File: src/rtl/rv_mem_pkg.sv
// rv_mem_pkg: shared FSM states, wait-counter width and load/store encoding
package rv_mem_pkg;

    typedef enum logic [1:0] {
        IDLE = 2'd0,
        WAIT = 2'd1,
        RESP = 2'd2
    } state_e;

    localparam int WCW = 4;

    localparam logic WE_LOAD  = 1'b0;
    localparam logic WE_STORE = 1'b1;

    function automatic logic is_store(input logic we);
        return we == WE_STORE;
    endfunction

endpackage

File: src/rtl/rv_dmem_array.sv
// rv_dmem_array: DEPTH x DW single-port synchronous array with read-before-write
//   clk   - rising-edge clock
//   en_i  - access enable; rdata_o only updates on enabled edges
//   we_i  - write enable (store)
//   addr_i, wdata_i - word index and store data
//   rdata_o - registered read data, value held before the write on the same edge
module rv_dmem_array #(
    parameter int DEPTH = 32,
    parameter int AW    = 5,
    parameter int DW    = 32
) (
    input  logic          clk,
    input  logic          en_i,
    input  logic          we_i,
    input  logic [AW-1:0] addr_i,
    input  logic [DW-1:0] wdata_i,
    output logic [DW-1:0] rdata_o
);

    logic [DW-1:0] mem_q [DEPTH];

    always_ff @(posedge clk) begin
        if (en_i) begin
            if (we_i) mem_q[addr_i] <= wdata_i;
            rdata_o <= mem_q[addr_i];
        end
    end

endmodule

File: src/rtl/rv_dmem_responder.sv
// rv_dmem_responder: load/store responder with configurable wait states
//   clk, RN            - clock and asynchronous active-low reset
//   req_valid/ready    - request handshake; req_we/addr/wdata describe the access
//   rsp_valid/ready    - response handshake
//   rsp_rdata          - load data (0 for stores and out-of-range accesses)
//   rsp_err, rsp_we    - out-of-range flag and echo of the request's we bit
module rv_dmem_responder
    import rv_mem_pkg::*;
#(
    parameter int DEPTH    = 32,
    parameter int DW       = 32,
    parameter int WAIT_CYC = 2
) (
    input  logic          clk,
    input  logic          RN,
    input  logic          req_valid,
    output logic          req_ready,
    input  logic          req_we,
    input  logic [31:0]   req_addr,
    input  logic [DW-1:0] req_wdata,
    output logic          rsp_valid,
    input  logic          rsp_ready,
    output logic [DW-1:0] rsp_rdata,
    output logic          rsp_err,
    output logic          rsp_we
);

    localparam int AW = $clog2(DEPTH);

    state_e         state_q, state_d;
    logic [WCW-1:0] cnt_q, cnt_d;
    logic           we_q;
    logic [31:0]    addr_q;
    logic [DW-1:0]  wdata_q;
    logic           err_q, rwe_q, load_q;

    logic           accept, acc_now, in_range;
    logic           a_we;
    logic [31:0]    a_addr;
    logic [DW-1:0]  a_wdata, arr_rdata;

    assign req_ready = RN && state_q == IDLE;
    assign accept    = req_valid && req_ready;

    // With no wait states the access happens on the accept edge itself, so the
    // live request feeds the array; otherwise the captured copy does.
    assign a_we    = state_q == IDLE ? req_we    : we_q;
    assign a_addr  = state_q == IDLE ? req_addr  : addr_q;
    assign a_wdata = state_q == IDLE ? req_wdata : wdata_q;

    assign acc_now  = (state_q == IDLE && accept && WAIT_CYC == 0) ||
                      (state_q == WAIT && cnt_q == WCW'(1));
    // Full 32-bit compare before truncation so aliases of valid words are rejected.
    assign in_range = a_addr < 32'(DEPTH);

    rv_dmem_array #(
        .DEPTH (DEPTH),
        .AW    (AW),
        .DW    (DW)
    ) u_array (
        .clk     (clk),
        .en_i    (acc_now && in_range),
        .we_i    (is_store(a_we)),
        .addr_i  (a_addr[AW-1:0]),
        .wdata_i (a_wdata),
        .rdata_o (arr_rdata)
    );

    assign rsp_valid = state_q == RESP;
    // The array output only moves on access edges, so gating it keeps rdata stable in RESP.
    assign rsp_rdata = load_q ? arr_rdata : '0;
    assign rsp_err   = err_q;
    assign rsp_we    = rwe_q;

    always_comb begin
        state_d = state_q;
        cnt_d   = cnt_q;
        unique case (state_q)
            IDLE: begin
                if (accept) begin
                    state_d = WAIT_CYC == 0 ? RESP : WAIT;
                    cnt_d   = WCW'(WAIT_CYC);
                end
            end
            WAIT: begin
                cnt_d   = cnt_q - WCW'(1);
                state_d = cnt_q == WCW'(1) ? RESP : WAIT;
            end
            RESP: begin
                state_d = rsp_ready ? IDLE : RESP;
            end
            default: begin
                state_d = IDLE;
                cnt_d   = '0;
            end
        endcase
    end

    always_ff @(posedge clk or negedge RN) begin
        if (!RN) begin
            state_q <= IDLE;
            cnt_q   <= '0;
            we_q    <= 1'b0;
            addr_q  <= '0;
            wdata_q <= '0;
            err_q   <= 1'b0;
            rwe_q   <= 1'b0;
            load_q  <= 1'b0;
        end else begin
            state_q <= state_d;
            cnt_q   <= cnt_d;
            if (accept) begin
                we_q    <= req_we;
                addr_q  <= req_addr;
                wdata_q <= req_wdata;
            end
            if (acc_now) begin
                err_q  <= !in_range;
                rwe_q  <= a_we;
                load_q <= in_range && !is_store(a_we);
            end
        end
    end

endmodule
File: config.mk
export PLATFORM = sky130hd
export DESIGN_NAME = rv_dmem_responder
export DESIGN_NICKNAME = d
export VERILOG_FILES = /design/src/rtl/rv_mem_pkg.sv /design/src/rtl/rv_dmem_array.sv /design/src/rtl/rv_dmem_responder.sv
export SDC_FILE = /design/constraint.sdc
export NUM_CORES = 1
export LEC_CHECK = 0
export CORE_MARGIN = 2
export CORE_UTILIZATION = 56
export CTS_CLUSTER_SIZE = 10
export DETAILED_ROUTE_END_ITERATION = 16
export MAX_ROUTING_LAYER = met4
export PLACE_DENSITY = 0.83
export SETUP_SLACK_MARGIN = 0.15
export SYNTH_ARGS = -nofsm -noshare
export SYNTH_HDL_FRONTEND = slang
export SYNTH_HIERARCHICAL = 1
export SYNTH_SLANG_ARGS = --single-unit
File: constraint.sdc
create_clock -name clk -period 5.1 [get_ports clk]
set_input_delay 0.765 -clock clk [delete_from_list [all_inputs] [get_ports clk]]
set_output_delay 0.765 -clock clk [all_outputs]
set_load 0.01 [all_outputs]
==> impl_metrics.py <==
metrics = {
    "run_status": {
        "status": "finished, final reports clean",
    },
    "cts": {
        "clock_latency_ns": 0.74,
        "holdBufCountCts": 0,
        "cts_max_level": 4,
        "cts_buffers": 131,
        "ctsLongestPathBuffers": 3,
        "cts_resized": 0,
        "clkSinkCount": 1130,
        "cts_setup_buffers": 0,
        "cts_root_buffer": "clkbuf_16",
        "cts.clk_slew.worst_paths_ns": 0.05,
        "cts_tree": "yes",
    },
    "worst_setup_path": {
        "cp.arrival_ns": 4.80,
        "crit_fanout": 27,
        "end_kind": "flop",
        "worst_setup_path_start_kind": "flop",
        "cp-startpoint": "state_q[0]",
        "r2r-start": "state_q[0]",
        "path_class": "reg -> reg",
        "worstPathRequired_ns": 5.52,
    },
    "grt": {
        "top_usage_layer": "met2",
        "met3_usage_pct": 5.362,
        "grtUsageTotal_pct": 27.95,
        "grt_pass1_vias": 25250,
        "overflow": 0,
        "grt_use_met1_pct": 35.84,
        "grt_max_degree": 75,
        "grt_pass1_wl_um": 160600,
        "met2_usage_pct": 43.81,
        "grt_antenna_before_repair": 1,
    },
    "timing": {
        "final_max_slew_viol_count": 0,
        "setup_tns_ns": 0,
        "hold_ws_ns": 0.3068,
        "fmax_ghz": 0.2285,
        "fin_crit_ns": 4.376,
        "setup_viol": 0,
        "finalHoldViolCount": 0,
        "fin_ws_ns": 0.7239,
        "relSlewSlack_pct": 16.49,
        "grt_setup_unrepaired": "no",
        "tightest_slew_ns": 1.253,
        "period_share_pct": 85.81,
        "clock_skew_ns": 0.03157,
    },
    "floorplan": {
        "ios": 105,
        "core_sq_um": 77340,
        "die_area_sq_um": 80350,
        "die_x_um": 283.5,
        "initial_core_util_pct": 56.55,
        "fp.dieH_um": 283.5,
        "std_cell_rows": 102,
    },
    "power_and_ir_drop": {
        "leakagePower_nw": 17.54,
        "internal_power_mw": 19.88,
        "p_switching_mw": 9.690,
        "combPwrFrac_pct": 30.6,
        "clkPwrFrac_pct": 27.8,
        "power_density_nw_per_um2": 588.4,
        "ir_drop_v": 0.0004596,
        "seq_power_share_pct": 41.6,
        "total_power_mw": 29.57,
        "p_sw_share_pct": 32.76,
    },
    "logic_synthesis": {
        "synth_compound_area_share_pct": 3.845,
        "syn-instance-count": 2527,
        "synthMuxAreaShare_pct": 12.72,
        "ys_warn_count": 6,
        "synth_largest_area_cell": "edfxtp_1",
        "ys_types": 42,
        "synth_fa_ha_area_share_pct": 0.05721,
        "synth_fp_nets": 2598,
        "synth_ff_type": "edfxtp_1",
        "synth_top_family_by_area": "multiplexers",
        "synth_xor_area_share_pct": 0.04005,
        "synth_top_area_share_pct": 72.50,
        "synth-seq-area-share_pct": 76.74,
        "synthesis.area_sq_um": 43740,
        "avgSynthCellArea_sq_um": 17.31,
        "synth_area_leaders": "edfxtp_1, mux2i_1, dfrtp_1, o22ai_1, nand2_1",
        "asyncSetResetFlopFracSynth_pct": 6.549,
        "synthSimpleGateAreaFrac_pct": 4.672,
        "synth-seq-cells": 1130,
        "synth_edf_count": 1056,
    },
    "drt": {
        "detail_route.wl_per_cell_um": 28.92,
        "routed_via_density": 6.551,
        "drt_iter0_markers": 3459,
        "num_vias": 24900,
        "postRouteAntennaNets": 0,
        "finalWirelength_um": 109900,
        "route.detailed.drc": 0,
        "drtPass1Iterations": 5,
    },
    "cells_and_area": {
        "regArea_sq_um": 33560,
        "mostFrequentLayoutCell": "edfxtp_1",
        "layout-drive-gt1-share_pct": 12.47,
        "final_cell_mix": "edfxtp_1, mux2i_1, o22ai_1",
        "fin_nets": 2792,
        "fillerInstances": 4932,
        "area_growth_pct": 14.92,
        "multi_input_area_sq_um": 9635,
    },
    "placement": {
        "gp_congestion": 0.8828,
        "dp_slack_ns": 0.9116,
        "post-dp-hpwl_um": 61490,
        "port_buffers": 104,
    },
    "job": {
        "cap_viol_max_count": 0,
    },
    "worst_hold_path": {
        "hold_path_class": "in -> async",
    },
}
## state kept, by name (all words and copies together) (netlist names)
signal	cells
addr_q	32
load_q	1
rsp_err	1
u_array/rdata_o	32
state_q	2
u_array/mem_q	1024
rsp_we	1
wdata_q	32
we_q	1
cnt_q	4
## Yosys cell counts, types with 4 or more instances
cell type  count
mux2_2        39
nand4bb_1      6
nand4b_1       5
buf_6         15
nand2_1      238
nand3_1        4
dfrtp_1       74
mux2i_1      512
clkbuf_1      26
edfxtp_1    1056
buf_2        102
nor3_1         6
and2_1        33
nor2_1        33
inv_1          5
o22ai_1      255
nor4_1        75
## final cells by class
cell class | instances | area share [%]
inverters | 5 | 0.03734
clock inverters | 10 | 0.2639
multi-input cells | 1243 | 19.17
flip-flops and latches | 1130 | 66.77
clock buffers | 161 | 6.958
repair buffers | 210 | 4.197
well taps | 1040 | 2.589
diodes | 2 | 0.009957
## kinds of logic after synthesis
logic type,Yosys count
AOI/OAI and AO/OA,266
xor gates and xnor gates,2
adders and majority gates,2
and+or+nand+nor,422
buffers and inverters,154
DFF,1130
muxes,551
## critical path, cell delays in order (launching register included)
cell,delay (ns)
dfrtp_1,0.48
nor2_4,0.64
mux2_2,0.82
nand4bb_2,0.66
buf_4,0.38
o22ai_1,0.13
nor4_1,0.71
nand2_1,0.23
## per-layer routing
metal	share of wire [%]	up-vias
met1	36	12440
met3	11	335
met4	4.4	0
li1	-	10300
met5	0	-
met2	48	1831
## metrics by stage
| stage | instance area [sq um] | utilization, % | cells |
|---|---|---|---|
| 2_1_floorplan | 43760 | - | 2527 |
| 3_3_place_gp | 46630 | 60.29 | 3628 |
| 3_5_place_dp | 46630 | 60.29 | 3628 |
| 4_1_cts | 50260 | 64.98 | 3799 |
| 5_1_grt | 50260 | 64.99 | 3800 |
| 6_report | 50260 | 64.99 | 3801 |
## power by group through the flow
| stage | Combinational, mW | Sequential (mW) | Clock [mW] |
|---|---|---|---|
| 2_1_floorplan | 5.70 | 12.4 | 0 |
| 3_3_place_gp | 8.43 | 12.4 | 0 |
| 3_5_place_dp | 8.74 | 12.5 | 0 |
| 4_1_cts | 8.87 | 12.3 | 8.24 |
| 5_1_grt | 9.46 | 12.3 | 8.59 |
| 6_report | 9.06 | 12.3 | 8.22 |
## path summary, 6_finish.rpt
path	cells past startpoint	slack [ns]	endpoint
min reg2reg	2	0.47	wdata_q[23]
max in group asynchronous	2	4.15	wdata_q[24]
max	7	0.72	u_array/rdata_o[25]
min in group clk	2	0.47	wdata_q[23]
max reg2reg	7	0.72	u_array/rdata_o[25]
min	2	0.31	wdata_q[5]
No activity file was read; power rests on OpenSTA's default activity.
